[src/rtl/iterative_alu.sv]
// Iterative ALU: single-cycle logic/arithmetic ops plus a bit-serial unsigned
// multiplier (shift-add) and restoring divider sharing one datapath.
module iterative_alu #(
  parameter int WIDTH = 16
) (
  input  logic             clock,
  input  logic             reset,
  input  logic             in_valid,
  output logic             in_ready,
  input  logic [WIDTH-1:0] a,
  input  logic [WIDTH-1:0] b,
  input  logic [3:0]       alu_control,
  output logic             out_valid,
  input  logic             out_ready,
  output logic [WIDTH-1:0] result,
  output logic [WIDTH-1:0] result_hi,
  output logic             zero,
  output logic             div_by_zero
);

  localparam logic [1:0] IDLE = 2'd0;
  localparam logic [1:0] BUSY = 2'd1;
  localparam logic [1:0] DONE = 2'd2;

  localparam logic [3:0] OP_AND  = 4'b0000;
  localparam logic [3:0] OP_OR   = 4'b0001;
  localparam logic [3:0] OP_ADD  = 4'b0010;
  localparam logic [3:0] OP_SUB  = 4'b0110;
  localparam logic [3:0] OP_SLT  = 4'b0111;
  localparam logic [3:0] OP_NOR  = 4'b1100;
  localparam logic [3:0] OP_NAND = 4'b1101;
  localparam logic [3:0] OP_MULU = 4'b1000;
  localparam logic [3:0] OP_DIVU = 4'b1001;

  localparam int             CW       = $clog2(WIDTH);
  localparam logic [CW-1:0]  LAST     = CW'(WIDTH - 1);
  localparam logic [CW-1:0]  CNT_ONE  = CW'(1);

  logic [1:0]       state;
  logic             is_div;
  logic [WIDTH-1:0] mcand;
  logic [WIDTH-1:0] hi;
  logic [WIDTH-1:0] lo;
  logic [CW-1:0]    count;

  logic [WIDTH-1:0] simple_res;
  logic             slt_bit;
  logic             is_iter;

  logic [WIDTH:0]   mul_sum;
  logic [WIDTH-1:0] mul_hi;
  logic [WIDTH-1:0] mul_lo;
  logic [WIDTH:0]   div_shift;
  logic [WIDTH:0]   div_trial;
  logic             borrow;
  logic [WIDTH-1:0] div_hi;
  logic [WIDTH-1:0] div_lo;
  logic [WIDTH-1:0] step_hi;
  logic [WIDTH-1:0] step_lo;

  assign in_ready  = (state == IDLE);
  assign out_valid = (state == DONE);
  assign is_iter   = (alu_control == OP_MULU) || (alu_control == OP_DIVU);
  assign slt_bit   = ($signed(a) < $signed(b));

  always_comb begin
    simple_res = '0;
    case (alu_control)
      OP_AND:  simple_res = a & b;
      OP_OR:   simple_res = a | b;
      OP_ADD:  simple_res = a + b;
      OP_SUB:  simple_res = a - b;
      OP_SLT:  simple_res = {{(WIDTH-1){1'b0}}, slt_bit};
      OP_NOR:  simple_res = ~(a | b);
      OP_NAND: simple_res = ~(a & b);
      default: simple_res = '0;
    endcase
  end

  // Multiply: hi accumulates, lo holds the multiplier and fills with product bits.
  // Divide: hi is the partial remainder, lo shifts dividend out and quotient in.
  // With a zero divisor the trial never borrows, which yields all-ones / a.
  always_comb begin
    mul_sum   = {1'b0, hi} + (lo[0] ? {1'b0, mcand} : '0);
    mul_hi    = mul_sum[WIDTH:1];
    mul_lo    = {mul_sum[0], lo[WIDTH-1:1]};
    div_shift = {hi, lo[WIDTH-1]};
    div_trial = div_shift - {1'b0, mcand};
    borrow    = div_trial[WIDTH];
    div_hi    = borrow ? div_shift[WIDTH-1:0] : div_trial[WIDTH-1:0];
    div_lo    = {lo[WIDTH-2:0], ~borrow};
    step_hi   = is_div ? div_hi : mul_hi;
    step_lo   = is_div ? div_lo : mul_lo;
  end

  always_ff @(posedge clock or posedge reset) begin
    if (reset) begin
      state       <= IDLE;
      is_div      <= 1'b0;
      mcand       <= '0;
      hi          <= '0;
      lo          <= '0;
      count       <= '0;
      result      <= '0;
      result_hi   <= '0;
      zero        <= 1'b1;
      div_by_zero <= 1'b0;
    end else begin
      case (state)
        IDLE: begin
          if (in_valid) begin
            if (is_iter) begin
              state  <= BUSY;
              is_div <= alu_control[0];
              mcand  <= alu_control[0] ? b : a;
              lo     <= alu_control[0] ? a : b;
              hi     <= '0;
              count  <= '0;
            end else begin
              state       <= DONE;
              result      <= simple_res;
              result_hi   <= '0;
              zero        <= (simple_res == '0);
              div_by_zero <= 1'b0;
            end
          end
        end
        BUSY: begin
          hi    <= step_hi;
          lo    <= step_lo;
          count <= count + CNT_ONE;
          if (count == LAST) begin
            state       <= DONE;
            result      <= step_lo;
            result_hi   <= step_hi;
            zero        <= (step_lo == '0);
            div_by_zero <= is_div && (mcand == '0);
          end
        end
        DONE: begin
          if (out_ready) state <= IDLE;
        end
        default: state <= IDLE;
      endcase
    end
  end

endmodule

[config.mk]
export PLATFORM = sky130hd
export DESIGN_NAME = iterative_alu
export DESIGN_NICKNAME = d
export VERILOG_FILES = /design/src/rtl/iterative_alu.sv
export SDC_FILE = /design/constraint.sdc
export NUM_CORES = 1
export LEC_CHECK = 0
export CORE_MARGIN = 2
export CORE_UTILIZATION = 56
export DETAILED_ROUTE_END_ITERATION = 8
export PLACE_DENSITY = 0.78
export SLEW_MARGIN = 20
export SYNTH_ARGS = -nofsm -noshare
export SYNTH_HDL_FRONTEND = slang
export SYNTH_SLANG_ARGS = --single-unit
[constraint.sdc]
create_clock -name clock -period 6 [get_ports clock]
set_input_delay 1.2 -clock clock [delete_from_list [all_inputs] [get_ports clock]]
set_output_delay 1.2 -clock clock [all_outputs]
set_load 0.02 [all_outputs]
==> results.sh, run 1 <==
export IMPL_synth_xor_area_frac=0.0361
export IMPL_drt_antenna_violating_nets=0
export IMPL_routed_via_density=6.38
export IMPL_nNetsFinal=1212
export IMPL_yosys_area_top_type="dfrtp_1"
export IMPL_grt_pass1_vias=7693
export IMPL_worstSetupPathType="primary input to register"
export IMPL_synth_top_family_by_area="compound AO/OA/AOI/OAI gates"
export IMPL_portBuffers=75
export IMPL_initial_core_util=0.565
export IMPL_clock_skew_final_ns=0.0113
export IMPL_status="complete, no violations"
export IMPL_die_x_um=127
export IMPL_drive_gt1_frac=0.0681
export IMPL_area_growth_syn_to_layout_pct=13.6
export IMPL_post_route_min_period_ns=4.58
export IMPL_drt_initial_drc_count=811
export IMPL_synth_fp_nets=1168
export IMPL_p_per_area_nw_per_um2=398
export IMPL_period_share=0.764
export IMPL_worstMarginPinSlew_ns=0.899
export IMPL_worstPathArrival_ns=4.84
export IMPL_diodes=0
export IMPL_power_mw=3.84
export IMPL_yosys_warnings=0
export IMPL_slew_violations=0
export IMPL_critPathSlowestCell="clkdlybuf4s50_1"
export IMPL_fill_cells=1314
export IMPL_cts_buffer_depth=2
export IMPL_max_slew_margin_rel=0.399
export IMPL_synth_simple_area_share=0.171
export IMPL_synth_adder_area_share=0.136
export IMPL_synth_top_area_frac=0.259
export IMPL_synth_distinct_cells=75
export IMPL_synth_seq_cells=89
export IMPL_dp_hpwl_mm=19.0
export IMPL_cts_buffers=9
export IMPL_cts_resized=0
export IMPL_p_leak_nw=4.48
export IMPL_setup_viol=0
export IMPL_ys_seq_area_frac=0.262
export IMPL_hp_class="register to register"
export IMPL_synth_edff_count=0
export IMPL_antenna_found_initial=0
export IMPL_clockRootBuffer="clkbuf_16"
export IMPL_die_y_um=127
export IMPL_drc_errors=0
export IMPL_synth_compound_area_frac=0.270
export IMPL_utilization=0.642
export IMPL_syn_avg_cell_area_um2=8.19
export IMPL_cp_end_kind="register"
export IMPL_crit_path_max_fanout=3
export IMPL_cpPeakStageDelay_ns=0.46
export IMPL_fmax_mhz=218
export IMPL_core_area_um2=15000
export IMPL_wl_per_cell_um=19.9
export IMPL_synthTopCellsByCount="nand2_1 (120), dfrtp_1 (88), ha_1 (86)"
export IMPL_design_die_area_um2=16200
export IMPL_ir_drop_v=0.000324
export IMPL_vias=8132
export IMPL_synth_ff_type="dfrtp_1"
export IMPL_clkSinkCount=89
export IMPL_worstPathRequired_ns=6.26
export IMPL_firstDrtPassIters=7
export IMPL_clk_latency_ns=0.35
export IMPL_gr_total_overflow=0
export IMPL_ctsHoldBuffers=0
export IMPL_timing_setup_tns_ns=0
export IMPL_cts_tree="built"
export IMPL_rows=45
export IMPL_clkTransAtPathRegs_ns=0.07
export IMPL_synthCells=1038
export IMPL_async_flop_share=1.00
export IMPL_path_cells="clkdlybuf4s50_1 > inv_1 > ha_1 > inv_1 > fa_1 > nor2b_1 > o311ai_1 > a211o_1 > a31oi_1 > a221oi_1 > xor2_1 > a221oi_1 > nand2_1 > nand4b_1 > o31ai_1"
export IMPL_ys_top_cells_by_area="dfrtp_1 (26%), ha_1 (13%), nand2_1 (5.3%)"
export IMPL_grt_pass1_wl_mm=40.3
export IMPL_grt_max_degree=61
export IMPL_synthesis_area_um2=8500
export IMPL_post_cts_buffers=0
export IMPL_gp_congestion=0.973
export IMPL_grt_total_usage=0.314
export IMPL_cts_htree_levels=3
export IMPL_wl_mm=25.3
export IMPL_yosysMostFrequentCell="nand2_1"
export IMPL_rsz0062_at_grt="false"
export IMPL_synth_mux_area_frac=0.0651
export IMPL_crit_path_start_kind="primary input"
export IMPL_hold_viol=0
export IMPL_maxCapViolations=0
export IMPL_ioPinCount=76
-- through the flow --
stage               cell area [µm²]  hold WS, ns  setup slack (ns)  cells
floorplan                      8500        0.463              2.20   1038
global placement               9380        0.463              1.26   1259
detailed placement             9380        0.469              1.12   1259
CTS                            9650        0.483              1.47   1275
global route                   9650        0.503              1.08   1275
finish                         9650        0.478              1.42   1275
-- area by class of cell --
class	count	area [µm²]	area share
clock buffers	10	229	0.0237
clock inverters	6	50.0	0.00518
inverters	72	272	0.0281
well taps	188	235	0.0244
flip-flops and latches	89	2230	0.231
multi-input cells	821	5790	0.600
repair buffers	89	851	0.0881
-- per-layer routing --
metal | up-vias | track usage | wire length [µm]
li1 | 3859 | - | -
met1 | 3874 | 0.413 | 10600
met2 | 345 | 0.522 | 12100
met3 | 54 | 0.0507 | 1760
met4 | 0 | 0.123 | 830
met5 | - | 0 | 0
-- flip-flops by register name (all words and copies together), names as in the netlist --
signal and cells:
count 4, div_by_zero 1, hi 16, is_div 1, lo 16, mcand 16, result 16, result_hi 16
state 2, zero 1
-- power breakdown --
| part | internal [mW] | switching (mW) | total (mW) |
|---|---|---|---|
| Sequential | 0.807 | 0.240 | 1.05 |
| Combinational | 1.00 | 1.25 | 2.25 |
| Clock | 0.285 | 0.253 | 0.538 |
-- cell families (layout without fill, tap and decap cells) --
family | Yosys count | in the layout
XOR/XNOR | 35 | 35
flip-flops | 89 | 89
multiplexers | 54 | 54
AO/OA/AOI/OAI | 337 | 337
AND/OR/NAND/NOR | 305 | 305
buffers and inverters | 128 | 177
adder cells (fa/ha/maj) | 90 | 90
-- layout by cell type, fill, tap and decap left out, types with 10 or more instances in the layout --
master,netlist,routed
o21ai_0,75,75
clkdlybuf4s50_1,0,74
o21ai_1,16,16
dfrtp_1,88,88
xnor2_1,24,23
nand3_1,19,19
a221o_1,11,11
nand2_1,120,120
mux2_2,10,10
a211oi_1,17,17
nor3_1,30,30
and2_1,23,23
buf_4,2,14
a21oi_1,69,69
nand4_1,10,10
ha_1,86,86
xor2_1,11,11
o31ai_1,14,14
nor2_1,50,50
mux2i_1,44,44
a21o_1,27,26
inv_1,69,68
o211ai_1,10,10
o221ai_1,10,10
-- final timing paths --
path	startpoint	endpoint	slack, ns	cells past startpoint
setup / recovery	a[0]	zero	1.42	15
hold / removal	div_by_zero	div_by_zero	0.48	2
setup reg to reg	lo[0]	result_hi[15]	2.11	13
hold reg to reg	div_by_zero	div_by_zero	0.48	2
max in group asynchronous	reset	lo[9]	3.64	3
min in group asynchronous	reset	state[1]	1.30	2
-- critical path: cells and delay by family --
kind            cells  cell delay [ns]
compound gates      6             1.77
xor+xnor            1             0.12
fa+ha+maj           2             0.61
buf+inv             3             0.67
simple gates        3             0.48
(Power assumes the default switching activity.)
==> inputs of run 2 (changes only) <==
- clock period: 6 -> 4.27 ns (I/O delays scaled with it)
==> run 2 against run 1 <==
Compared with the run above:
- cell area increased by 4.2%
- critical path type unchanged
- clock-buffer cell count decreased by 1
- first-iteration DRC count decreased by 15%
- critical path depth unchanged
- non-clock buffer count increased by 45
- combinational power increased by 46%
- critical endpoint unchanged
- clock skew decreased by 0.00055 ns
==> results.sh, run 2 (synthesized netlist as in run 1, its figures left out) <==
export IMPL_status="complete, no violations"
export IMPL_cts_resized=0
export IMPL_met2_usage=0.530
export IMPL_nNetsFinal=1257
export IMPL_drc_errors=0
export IMPL_worstSetupPathType="primary input to register"
export IMPL_crit_path_max_fanout=3
export IMPL_post_route_min_period_ns=4.01
export IMPL_reg2reg_from="lo[15]"
export IMPL_rsz0062_at_grt="false"
export IMPL_antenna_found_initial=0
export IMPL_clkSinkCount=89
export IMPL_max_slew_margin_rel=0.334
export IMPL_holdPathStages=2
export IMPL_core_area_um2=15000
export IMPL_clk_latency_ns=0.35
export IMPL_routed_via_density=6.25
export IMPL_clockRootBuffer="clkbuf_16"
export IMPL_worstPathRequired_ns=4.52
export IMPL_dp_hpwl_mm=19.7
export IMPL_gr_total_overflow=0
export IMPL_hold_viol=0
export IMPL_setup_viol=0
export IMPL_drt_initial_drc_count=689
export IMPL_reg2reg_depth=14
export IMPL_worstPathArrival_ns=4.26
export IMPL_hp_start="div_by_zero"
export IMPL_initial_core_util=0.565
export IMPL_portBuffers=75
export IMPL_area_growth_syn_to_layout_pct=18.4
export IMPL_cts_buffer_depth=2
export IMPL_wl_per_cell_um=19.2
export IMPL_ir_drop_v=0.000263
export IMPL_top_usage_layer="met2"
export IMPL_p_leak_nw=4.74
export IMPL_wl_mm=25.3
export IMPL_grt_total_usage=0.319
export IMPL_rows=45
export IMPL_worstMarginPinSlew_ns=0.994
export IMPL_vias=8246
export IMPL_period_share=0.939
export IMPL_cts_htree_levels=3
export IMPL_drt_antenna_violating_nets=0
export IMPL_diodes=0
export IMPL_final_common_cell="nand2_1"
export IMPL_utilization=0.669
export IMPL_fill_cells=1298
export IMPL_drive_gt1_frac=0.107
export IMPL_use_met3=0.0293
export IMPL_grt_pass1_vias=7907
export IMPL_r2r_slack_ns=0.42
export IMPL_multi_input_area_um2=5800
export IMPL_clkTransAtPathRegs_ns=0.07
export IMPL_grt_pass1_wl_mm=41.4
export IMPL_die_x_um=127
export IMPL_crit_path_start_kind="primary input"
export IMPL_cp_end_kind="register"
export IMPL_cts_buffers=9
export IMPL_gp_congestion=0.980
export IMPL_power_mw=5.62
export IMPL_seq_area_um2=2230
export IMPL_r2r_end="result_hi[4]"
export IMPL_cts_tree="built"
export IMPL_die_y_um=127
export IMPL_p_per_area_nw_per_um2=559
export IMPL_grt_max_degree=61
export IMPL_ioPinCount=76
export IMPL_ctsHoldBuffers=0
export IMPL_final_cell_mix="nand2_1 (120), dfrtp_1 (88), ha_1 (86)"
export IMPL_clock_skew_final_ns=0.0108
export IMPL_slew_violations=0
export IMPL_hold_end="div_by_zero"
export IMPL_maxCapViolations=0
export IMPL_fmax_mhz=250
export IMPL_firstDrtPassIters=5
export IMPL_design_die_area_um2=16200
export IMPL_grt_use_met1=0.441
export IMPL_hp_class="register to register"
export IMPL_post_cts_buffers=0
run 2: cell types whose count changed in the layout (fill, tap and decap cells not counted), sizes merged:
cell | previous run | this run
buf | 15 | 60
bufinv | 0 | 2
clkbuf | 10 | 9
clkinvlp | 2 | 1
run 2: critical path, stage by stage:
cell and delay, ns:
clkdlybuf4s50_1 0.44, inv_1 0.09, ha_1 0.21, inv_1 0.08
fa_1 0.38, nor2b_1 0.17, o311ai_2 0.30, a211o_1 0.24
a31oi_1 0.14, a221oi_1 0.40, xor2_1 0.13, a221oi_1 0.31
nand2_1 0.09, nand4b_1 0.17, o31ai_1 0.25
run 2: metal layers:
metal,vias up,wire [µm]
met1,3933,11200
li1,3963,-
met2,308,12000
met3,42,1480
met4,0,686
met5,-,0
run 2: metrics by stage:
stage                     instances  setup WS (ns)  hold slack [ns]  area (µm²)  setup TNS (ns)
after floorplan                1038          0.819            0.463        8500               0
after global placement         1304        -0.0124            0.462        9730         -0.0124
after detailed placement       1304         -0.146            0.465        9730          -0.153
after CTS                      1320          0.208            0.480       10100               0
after global routing           1320         0.0453            0.505       10100               0
final                          1320          0.263            0.479       10100               0
run 2: area by class of cell:
cell class / count / area share
clock buffers: 9 / 0.0224
clock inverters: 7 / 0.0101
inverters: 72 / 0.0270
multi-input cells: 821 / 0.576
flip-flops and latches: 89 / 0.222
well taps: 188 / 0.0234
repair buffers: 134 / 0.119
run 2: worst max-delay path by stage:
| stage | start | end | slack, ns | cells after the start |
|---|---|---|---|---|
| floorplan | a[0] | zero | 0.82 | 14 |
| global placement | a[0] | zero | -0.01 | 15 |
| detailed placement | a[0] | zero | -0.15 | 15 |
| CTS | a[0] | zero | 0.21 | 15 |
| global route | a[0] | zero | 0.05 | 15 |
| finish | a[0] | zero | 0.26 | 15 |
run 2: power by group:
group | internal, mW | switching (mW)
logic | 1.47 | 1.81
clock network | 0.519 | 0.356
registers | 1.13 | 0.335
total | 3.13 | 2.50
==> inputs of run 3 (changes only) <==
- SKIP_CTS_REPAIR_TIMING: default -> 1
==> results of run 3 <==
The final DEF is identical to that of run 2; final timing and power are the same.
